==> config.mk <==
export PLATFORM = sky130hd
export DESIGN_NAME = mem_port_arbiter
export DESIGN_NICKNAME = d
export VERILOG_FILES = /design/src/rtl/mem_port_arbiter.sv
export SDC_FILE = /design/constraint.sdc
export NUM_CORES = 1
export LEC_CHECK = 0
export CAP_MARGIN = 20
export CORE_AREA = 2 2 99 101
export DETAILED_ROUTE_END_ITERATION = 12
export DIE_AREA = 0 0 101 103
export HOLD_SLACK_MARGIN = 0.05
export MAX_ROUTING_LAYER = met4
export PLACE_DENSITY = 0.74
export SLEW_MARGIN = 20
export SYNTH_ARGS = -nofsm -noshare
export SYNTH_HDL_FRONTEND = slang
export SYNTH_SLANG_ARGS = --single-unit
export TNS_END_PERCENT = 30
==> constraint.sdc <==
create_clock -name i_clk -period 2.9 [get_ports i_clk]
set_input_delay 0.58 -clock i_clk [delete_from_list [all_inputs] [get_ports i_clk]]
set_output_delay 0.58 -clock i_clk [all_outputs]
set_load 0.1 [all_outputs]
==> src/rtl/mem_port_arbiter.sv <==
// mem_port_arbiter
//
// Shares one single-port, word-wide, synchronous-read data memory between the
// instruction-fetch port and the load/store port. At most one access is granted
// per cycle. The data port has priority, but fetch is forced to win once it has
// lost STARVE_LIMIT consecutive contended cycles. A one-entry pending tag routes
// the read response (one cycle after grant) back to its owner. Data stores are
// lane-steered into a byte mask and replicated word. Data loads are extracted by
// byte offset and sign/zero extended. Misaligned or illegal-funct3 data accesses
// are granted, never reach memory, and return an error response.
//
// Ports
//   i_clk, i_reset             clock (rising edge), async active-high reset
//   i_if_req/i_if_addr         fetch read request, word-aligned byte address
//   o_if_gnt                   fetch accepted this cycle (combinational)
//   o_if_rvalid/o_if_rdata     fetch response, raw word
//   i_dm_req/we/addr/wdata     data request, store flag, byte address, store data
//   i_dm_funct3                RV32I width code (B, H, W, BU, HU)
//   o_dm_gnt                   data accepted this cycle (combinational)
//   o_dm_rvalid/rdata/err      load data or error response
//   o_mem_ren/wren             memory read/write strobes
//   o_mem_addr/bmask/wdata     word address, byte-lane enables, steered store data
//   i_mem_rdata                memory word, valid the cycle after o_mem_ren

module mem_port_arbiter #(
    parameter int unsigned ADDR_W       = 14,
    parameter int unsigned STARVE_LIMIT = 4
) (
    input  logic              i_clk,
    input  logic              i_reset,
    input  logic              i_if_req,
    input  logic [31:0]       i_if_addr,
    output logic              o_if_gnt,
    output logic              o_if_rvalid,
    output logic [31:0]       o_if_rdata,
    input  logic              i_dm_req,
    input  logic              i_dm_we,
    input  logic [31:0]       i_dm_addr,
    input  logic [31:0]       i_dm_wdata,
    input  logic [2:0]        i_dm_funct3,
    output logic              o_dm_gnt,
    output logic              o_dm_rvalid,
    output logic [31:0]       o_dm_rdata,
    output logic              o_dm_err,
    output logic              o_mem_ren,
    output logic              o_mem_wren,
    output logic [ADDR_W-1:0] o_mem_addr,
    output logic [3:0]        o_mem_bmask,
    output logic [31:0]       o_mem_wdata,
    input  logic [31:0]       i_mem_rdata
);

    localparam logic [3:0] LIMIT = 4'(STARVE_LIMIT);

    logic [3:0] starve_cnt_q, starve_cnt_d;

    // Pending read tag: owner (1 = data port), error flag, byte offset, width code.
    logic       pend_valid_q, pend_valid_d;
    logic       pend_dm_q, pend_dm_d;
    logic       pend_err_q, pend_err_d;
    logic [1:0] pend_off_q, pend_off_d;
    logic [2:0] pend_f3_q, pend_f3_d;

    logic if_req_v, dm_req_v;
    logic if_win, dm_win;
    logic dm_legal, dm_go;

    logic [31:0] shifted;
    logic [31:0] load_ext;

    // Bits of the byte addresses that never reach the memory.
    logic unused_addr_bits;
    assign unused_addr_bits = ^{i_if_addr[31:ADDR_W+2], i_if_addr[1:0],
                                i_dm_addr[31:ADDR_W+2]};

    // Arbitration, legality and memory-side drive.
    always_comb begin
        // Requests are masked during reset so every output reads 0.
        if_req_v = i_if_req & ~i_reset;
        dm_req_v = i_dm_req & ~i_reset;

        if_win = if_req_v & (~dm_req_v | (starve_cnt_q == LIMIT));
        dm_win = dm_req_v & ~if_win;

        unique case (i_dm_funct3)
            3'b000, 3'b100: dm_legal = 1'b1;
            3'b001, 3'b101: dm_legal = ~i_dm_addr[0];
            3'b010:         dm_legal = (i_dm_addr[1:0] == 2'b00);
            default:        dm_legal = 1'b0;
        endcase

        dm_go = dm_win & dm_legal;

        o_if_gnt    = if_win;
        o_dm_gnt    = dm_win;
        o_mem_ren   = 1'b0;
        o_mem_wren  = 1'b0;
        o_mem_addr  = '0;
        o_mem_bmask = 4'b0000;
        o_mem_wdata = 32'h0;

        if (if_win) begin
            o_mem_ren  = 1'b1;
            o_mem_addr = i_if_addr[ADDR_W+1:2];
        end else if (dm_go) begin
            o_mem_addr = i_dm_addr[ADDR_W+1:2];
            if (i_dm_we) begin
                o_mem_wren = 1'b1;
                // Only B/H/W survive legality for stores; bit 2 is ignored.
                case (i_dm_funct3[1:0])
                    2'b00: begin
                        o_mem_bmask = 4'b0001 << i_dm_addr[1:0];
                        o_mem_wdata = {4{i_dm_wdata[7:0]}};
                    end
                    2'b01: begin
                        o_mem_bmask = 4'b0011 << i_dm_addr[1:0];
                        o_mem_wdata = {2{i_dm_wdata[15:0]}};
                    end
                    default: begin
                        o_mem_bmask = 4'b1111;
                        o_mem_wdata = i_dm_wdata;
                    end
                endcase
            end else begin
                o_mem_ren = 1'b1;
            end
        end
    end

    // Starvation counter and pending-tag next state.
    always_comb begin
        starve_cnt_d = starve_cnt_q;
        if (!if_req_v || if_win) begin
            starve_cnt_d = 4'd0;
        end else if (dm_win && (starve_cnt_q != LIMIT)) begin
            starve_cnt_d = starve_cnt_q + 4'd1;
        end

        // Legal stores are fire-and-forget; everything else gets a response.
        pend_valid_d = if_win | (dm_win & (~dm_legal | ~i_dm_we));
        pend_dm_d    = dm_win;
        pend_err_d   = dm_win & ~dm_legal;
        pend_off_d   = i_dm_addr[1:0];
        pend_f3_d    = i_dm_funct3;
    end

    always_ff @(posedge i_clk or posedge i_reset) begin
        if (i_reset) begin
            starve_cnt_q <= 4'd0;
            pend_valid_q <= 1'b0;
            pend_dm_q    <= 1'b0;
            pend_err_q   <= 1'b0;
            pend_off_q   <= 2'b00;
            pend_f3_q    <= 3'b000;
        end else begin
            starve_cnt_q <= starve_cnt_d;
            pend_valid_q <= pend_valid_d;
            pend_dm_q    <= pend_dm_d;
            pend_err_q   <= pend_err_d;
            pend_off_q   <= pend_off_d;
            pend_f3_q    <= pend_f3_d;
        end
    end

    // Response steering and load extraction.
    always_comb begin
        shifted = i_mem_rdata >> {pend_off_q, 3'b000};

        case (pend_f3_q)
            3'b000:  load_ext = {{24{shifted[7]}}, shifted[7:0]};
            3'b100:  load_ext = {24'h0, shifted[7:0]};
            3'b001:  load_ext = {{16{shifted[15]}}, shifted[15:0]};
            3'b101:  load_ext = {16'h0, shifted[15:0]};
            default: load_ext = i_mem_rdata;
        endcase

        o_if_rvalid = pend_valid_q & ~pend_dm_q;
        o_if_rdata  = o_if_rvalid ? i_mem_rdata : 32'h0;
        o_dm_rvalid = pend_valid_q & pend_dm_q;
        o_dm_err    = o_dm_rvalid & pend_err_q;
        o_dm_rdata  = (o_dm_rvalid && !pend_err_q) ? load_ext : 32'h0;
    end

endmodule

==> flow_results.xml <==
<?xml version="1.0" encoding="UTF-8"?>
<metrics>
  <group name="outcome">
    <metric name="outcome" unit="">finished, violations left</metric>
    <metric name="failing_checks" unit="">negative setup slack</metric>
  </group>
  <group name="critical_path">
    <metric name="crit_cells" unit="">6</metric>
    <metric name="crit_path_leading_delay_family" unit="">compound AO/OA/AOI/OAI gates</metric>
    <metric name="timing.critical_path.mode_cell" unit="">sky130_fd_sc_hd__buf_12</metric>
    <metric name="critical_path.endpoint_type" unit="">primary output</metric>
    <metric name="ordered_list_of_cells_on_the_worst_path" unit="">buf_6 &gt; or4_4 &gt; a2111o_2 &gt; buf_12 &gt; a21oi_4 &gt; buf_12</metric>
    <metric name="worst-path-buf-inv" unit="">3</metric>
    <metric name="worst-r2r-cell-count" unit="">5</metric>
    <metric name="worstSetupStartpointType" unit="">input port</metric>
    <metric name="timing.rr.start" unit="">starve_cnt_q[0]$_DFFE_PP0P_</metric>
    <metric name="minimum_setup_slack_among_reg_to_reg_paths" unit="ps">1470</metric>
    <metric name="cp_slowest_stage_delay" unit="ps">610</metric>
    <metric name="critical_path.reg2reg.endpoint" unit="">pend_dm_q$_DFF_PP0_</metric>
    <metric name="timing.critical_path.required" unit="ps">2320</metric>
    <metric name="setup.worst_path.class" unit="">in -&gt; out</metric>
    <metric name="worst_ep_arrival_time" unit="ps">2380</metric>
    <metric name="crit_fanout" unit="">8</metric>
    <metric name="cp_slowest_cell" unit="">sky130_fd_sc_hd__a2111o_2</metric>
  </group>
  <group name="place">
    <metric name="placed_cell_area" unit="um2">6337</metric>
    <metric name="final_wtd_congestion" unit="">0.8686</metric>
    <metric name="port_buffers" unit="">222</metric>
    <metric name="post-dp-hpwl" unit="um">9971</metric>
  </group>
  <group name="layout">
    <metric name="fin_area" unit="um2">6475</metric>
    <metric name="finalNetCount" unit="">673</metric>
    <metric name="fin_util" unit="%">68.45</metric>
    <metric name="post_route_cells_drive_above_1_share" unit="%">45.40</metric>
    <metric name="area.growth.synth_to_final" unit="%">184.7</metric>
    <metric name="number_of_antenna_repair_diodes" unit="">0</metric>
  </group>
  <group name="sta">
    <metric name="timing_max_transition_violations_final" unit="">0</metric>
    <metric name="period_utilisation_layout" unit="%">102.1</metric>
    <metric name="period_needed" unit="ps">2960</metric>
    <metric name="worst_rel_slew_slack" unit="%">40.46</metric>
    <metric name="timing.clock.skew" unit="ps">2.444</metric>
    <metric name="layout_setup_ws" unit="ps">-59.74</metric>
    <metric name="finalSetupViolCount" unit="">36</metric>
    <metric name="timing.hold.ws" unit="ps">501.9</metric>
    <metric name="hold_viol" unit="">0</metric>
    <metric name="worstMarginPinSlew" unit="ps">893.0</metric>
    <metric name="rsz0062_at_grt" unit="">true</metric>
    <metric name="achievable-frequency" unit="GHz">0.3379</metric>
  </group>
  <group name="clocking">
    <metric name="cts_tree" unit="">done</metric>
    <metric name="tritoncts_sink_count" unit="">12</metric>
    <metric name="htreeDepth" unit="">1</metric>
    <metric name="cts-buffers-inserted" unit="">3</metric>
    <metric name="clock_tree.root_cell" unit="">sky130_fd_sc_hd__clkbuf_8</metric>
    <metric name="clk_latency" unit="ps">230</metric>
    <metric name="clk_path_buf_depth" unit="">2</metric>
    <metric name="clk_transition_reported_paths" unit="ps">50</metric>
  </group>
  <group name="global_routing">
    <metric name="globalRouteOverflowTotal" unit="">0</metric>
    <metric name="grt_first_pass_wirelength" unit="um">18170</metric>
    <metric name="initial_antenna_violation_count" unit="">0</metric>
    <metric name="gr-usage-all-layers" unit="%">22.81</metric>
    <metric name="grt_pass1_vias" unit="">3531</metric>
    <metric name="grt_start_max_net_pins" unit="">34</metric>
  </group>
  <group name="synth">
    <metric name="postSynthRegisterBits" unit="">12</metric>
    <metric name="synth.yosys.warnings" unit="">0</metric>
    <metric name="ys_seq_area_share" unit="%">13.20</metric>
    <metric name="postSynthAreaPerCell" unit="um2">7.507</metric>
    <metric name="synthesized_net_count" unit="">441</metric>
    <metric name="postSynthCellCount" unit="">303</metric>
    <metric name="yosysUniqueCellTypes" unit="">41</metric>
    <metric name="syn-cell-area" unit="um2">2275</metric>
  </group>
  <group name="floorplan">
    <metric name="area_of_the_core_region" unit="um2">9459</metric>
    <metric name="num_rows" unit="">36</metric>
    <metric name="start_util" unit="%">24.05</metric>
    <metric name="io_pins" unit="">257</metric>
    <metric name="fp.dieArea" unit="um2">10400</metric>
    <metric name="die_w" unit="um">101</metric>
    <metric name="floorplan.die.height" unit="um">103</metric>
  </group>
  <group name="detailed_routing">
    <metric name="routedWlPerCell" unit="um">18.44</metric>
    <metric name="number_of_iterations_in_the_first_detailed_routing_pass" unit="">5</metric>
    <metric name="route.final.wire_length" unit="um">11930</metric>
    <metric name="vias" unit="">3388</metric>
    <metric name="post_drt_via_cell_ratio" unit="">5.236</metric>
    <metric name="detail_route.drc_violations" unit="">0</metric>
    <metric name="antenna_viol_nets_final" unit="">0</metric>
    <metric name="initialDrtViolationCount" unit="">69</metric>
  </group>
  <group name="power_and_ir_drop">
    <metric name="power.density_cell_area" unit="nW/um2">221.6</metric>
    <metric name="peakVddDrop" unit="uV">169.1</metric>
    <metric name="power.static_leakage" unit="nW">2.532</metric>
  </group>
  <group name="flow_run">
    <metric name="drv.max_cap_violation_count" unit="">0</metric>
  </group>
  <group name="worst_hold_path">
    <metric name="hold_path_end" unit="">starve_cnt_q[0]$_DFFE_PP0P_</metric>
    <metric name="hold_path.startpoint" unit="">starve_cnt_q[0]$_DFFE_PP0P_</metric>
    <metric name="min_delay_path_depth" unit="">1</metric>
    <metric name="worstHoldPathType" unit="">reg -&gt; reg</metric>
  </group>
</metrics>
[cell usage in the layout, fill, tap and decap left out, types with 2 or more instances in the layout]
| master | n |
|---|---|
| sky130_fd_sc_hd__a211oi_1 | 2 |
| sky130_fd_sc_hd__a21o_1 | 4 |
| sky130_fd_sc_hd__a21oi_1 | 12 |
| sky130_fd_sc_hd__a21oi_4 | 19 |
| sky130_fd_sc_hd__a221oi_1 | 7 |
| sky130_fd_sc_hd__a22o_1 | 14 |
| sky130_fd_sc_hd__and2_1 | 33 |
| sky130_fd_sc_hd__and2_4 | 8 |
| sky130_fd_sc_hd__and3b_1 | 3 |
| sky130_fd_sc_hd__and4b_1 | 2 |
| sky130_fd_sc_hd__buf_12 | 122 |
| sky130_fd_sc_hd__buf_4 | 28 |
| sky130_fd_sc_hd__buf_6 | 4 |
| sky130_fd_sc_hd__clkbuf_8 | 3 |
| sky130_fd_sc_hd__clkdlybuf4s50_1 | 94 |
| sky130_fd_sc_hd__clkinvlp_4 | 3 |
| sky130_fd_sc_hd__dfrtp_1 | 11 |
| sky130_fd_sc_hd__dlymetal6s2s_1 | 3 |
| sky130_fd_sc_hd__ha_1 | 2 |
| sky130_fd_sc_hd__inv_1 | 7 |
| sky130_fd_sc_hd__mux2_2 | 18 |
| sky130_fd_sc_hd__mux2i_1 | 8 |
| sky130_fd_sc_hd__nand2_1 | 26 |
| sky130_fd_sc_hd__nand2b_1 | 4 |
| sky130_fd_sc_hd__nand3_1 | 2 |
| sky130_fd_sc_hd__nand3b_1 | 2 |
| sky130_fd_sc_hd__nor2_1 | 10 |
| sky130_fd_sc_hd__nor2_4 | 9 |
| sky130_fd_sc_hd__nor2b_1 | 4 |
| sky130_fd_sc_hd__nor4_1 | 2 |
| sky130_fd_sc_hd__o21ai_0 | 11 |
| sky130_fd_sc_hd__o221a_2 | 7 |
| sky130_fd_sc_hd__o22a_1 | 7 |
| sky130_fd_sc_hd__o2bb2ai_1 | 16 |
| sky130_fd_sc_hd__o31ai_4 | 8 |
[worst max-delay path by stage]
stage,startpoint,endpoint
after floorplan,pend_err_q$_DFF_PP0_,o_dm_rdata[21]
after global placement,i_dm_funct3[0],o_mem_wdata[28]
after detailed placement,i_dm_funct3[0],o_mem_wdata[28]
after CTS,i_dm_addr[0],o_mem_wdata[9]
after global routing,i_dm_funct3[2],o_mem_wdata[15]
final,i_dm_funct3[2],o_mem_wdata[27]
[logic make-up after synthesis]
group                    Yosys count  share of synthesized area [%]
XOR/XNOR                           2                         0.7702
buffers and inverters             38                          7.755
flip-flops                        12                          13.20
adder cells (fa/ha/maj)            2                          1.100
AND/OR/NAND/NOR                  110                          26.29
AO/OA/AOI/OAI                    112                          37.46
multiplexers                      27                          13.42
[per-layer routing]
layer | vias up | wire (um) | global-route usage, %
met5 | - | 0 | -
li1 | 1588 | - | -
met2 | 193 | 6315 | 42.46
met4 | 0 | 427 | 8.940
met3 | 31 | 1107 | 5.898
met1 | 1576 | 4080 | 22.79
[worst reg2reg max path: cells and delay by family, from the launching register on]
family	cells	cell delay, ps
buffers and inverters	2	210
flip-flops	1	390
AND/OR/NAND/NOR	2	490
adder cells (fa/ha/maj)	1	210
[metrics by stage]
| step | TNS [ps] | instances | power (mW) | worst slack (ps) |
|---|---|---|---|---|
| floorplan | -11900 | 303 | 0.8102 | -420.6 |
| global placement | -14280 | 640 | 1.274 | -369.8 |
| detailed placement | -15060 | 640 | 1.288 | -384.5 |
| finish | -1231 | 647 | 1.435 | -59.74 |
| global route | -2527 | 647 | 1.488 | -96.89 |
| CTS | -2348 | 646 | 1.438 | -87.71 |
[Yosys cell counts]
cell type                    n  area [um2]
sky130_fd_sc_hd__and3_1      1       6.260
sky130_fd_sc_hd__inv_1       9       33.78
sky130_fd_sc_hd__ha_1        2       25.02
sky130_fd_sc_hd__a211oi_1    2       15.01
sky130_fd_sc_hd__buf_1       3       11.26
sky130_fd_sc_hd__mux2_2     18       202.7
sky130_fd_sc_hd__buf_6       4       45.04
sky130_fd_sc_hd__a21oi_2     7       61.31
sky130_fd_sc_hd__clkbuf_1   19       71.32
sky130_fd_sc_hd__o311ai_1    1       8.760
sky130_fd_sc_hd__nand2b_1    4       25.02
sky130_fd_sc_hd__nand3b_1    2       15.01
sky130_fd_sc_hd__a21oi_1    24       120.1
sky130_fd_sc_hd__and2_1     42       262.8
sky130_fd_sc_hd__o2bb2ai_1  16       140.1
sky130_fd_sc_hd__a221oi_1    7       61.31
sky130_fd_sc_hd__a21o_1      4       30.03
sky130_fd_sc_hd__nor2b_1     5       31.28
sky130_fd_sc_hd__o221a_2     7       78.83
sky130_fd_sc_hd__nand3_1     2       10.01
sky130_fd_sc_hd__dfrtp_1    12       300.3
sky130_fd_sc_hd__o21ai_0    11       55.05
sky130_fd_sc_hd__a2111o_1    1       11.26
sky130_fd_sc_hd__o21bai_1    1       7.510
sky130_fd_sc_hd__xor2_1      1       8.760
sky130_fd_sc_hd__nand4b_1    1       8.760
sky130_fd_sc_hd__nand2_1    26       97.59
sky130_fd_sc_hd__buf_2       3       15.01
sky130_fd_sc_hd__a22o_1     14       122.6
sky130_fd_sc_hd__o31ai_1     8       60.06
sky130_fd_sc_hd__or4_4       1       11.26
sky130_fd_sc_hd__a31oi_1     1       6.260
sky130_fd_sc_hd__and3b_1     3       26.28
sky130_fd_sc_hd__and4b_1     2       20.02
sky130_fd_sc_hd__mux4_2      1       22.52
sky130_fd_sc_hd__a211oi_2    1       12.51
sky130_fd_sc_hd__mux2i_1     8       80.08
sky130_fd_sc_hd__xnor2_1     1       8.760
sky130_fd_sc_hd__o22a_1      7       61.31
sky130_fd_sc_hd__nor4_1      2       12.51
sky130_fd_sc_hd__nor2_1     19       71.32
[registers in the layout, indices dropped and copies added, names as in the netlist]
register,flops
pend_err_q,1
pend_off_q,2
pend_valid_q,1
pend_dm_q,1
pend_f3_q,3
starve_cnt_q,4
[final cells by class]
cell class,count,area (um2)
timing repair inverter,1,7.507
tap,114,142.6
sequential,12,301.5
inverter,9,41.29
multi-input combinational,253,2202
fill,686,2984
clock buffer,3,41.29
timing repair buffer,255,3739
[report_power, final]
group	total (mW)	leakage, nW	switching [mW]	internal, mW
clock network	0.144	0.0216	0.0529	0.0908
logic	1.10	2.36	0.660	0.443
registers	0.188	0.152	0.0132	0.175
total	1.43	2.53	0.726	0.709
[what timing repair did]
action                                  CTS  global route
hold buffers                              0             0
pin swaps                                17             2
buffers inserted                          1             0
endpoints found under the setup margin   52            55
gates resized for setup                  23             9
cloned                                    2             1
No activity file was read; power rests on OpenSTA's default activity.
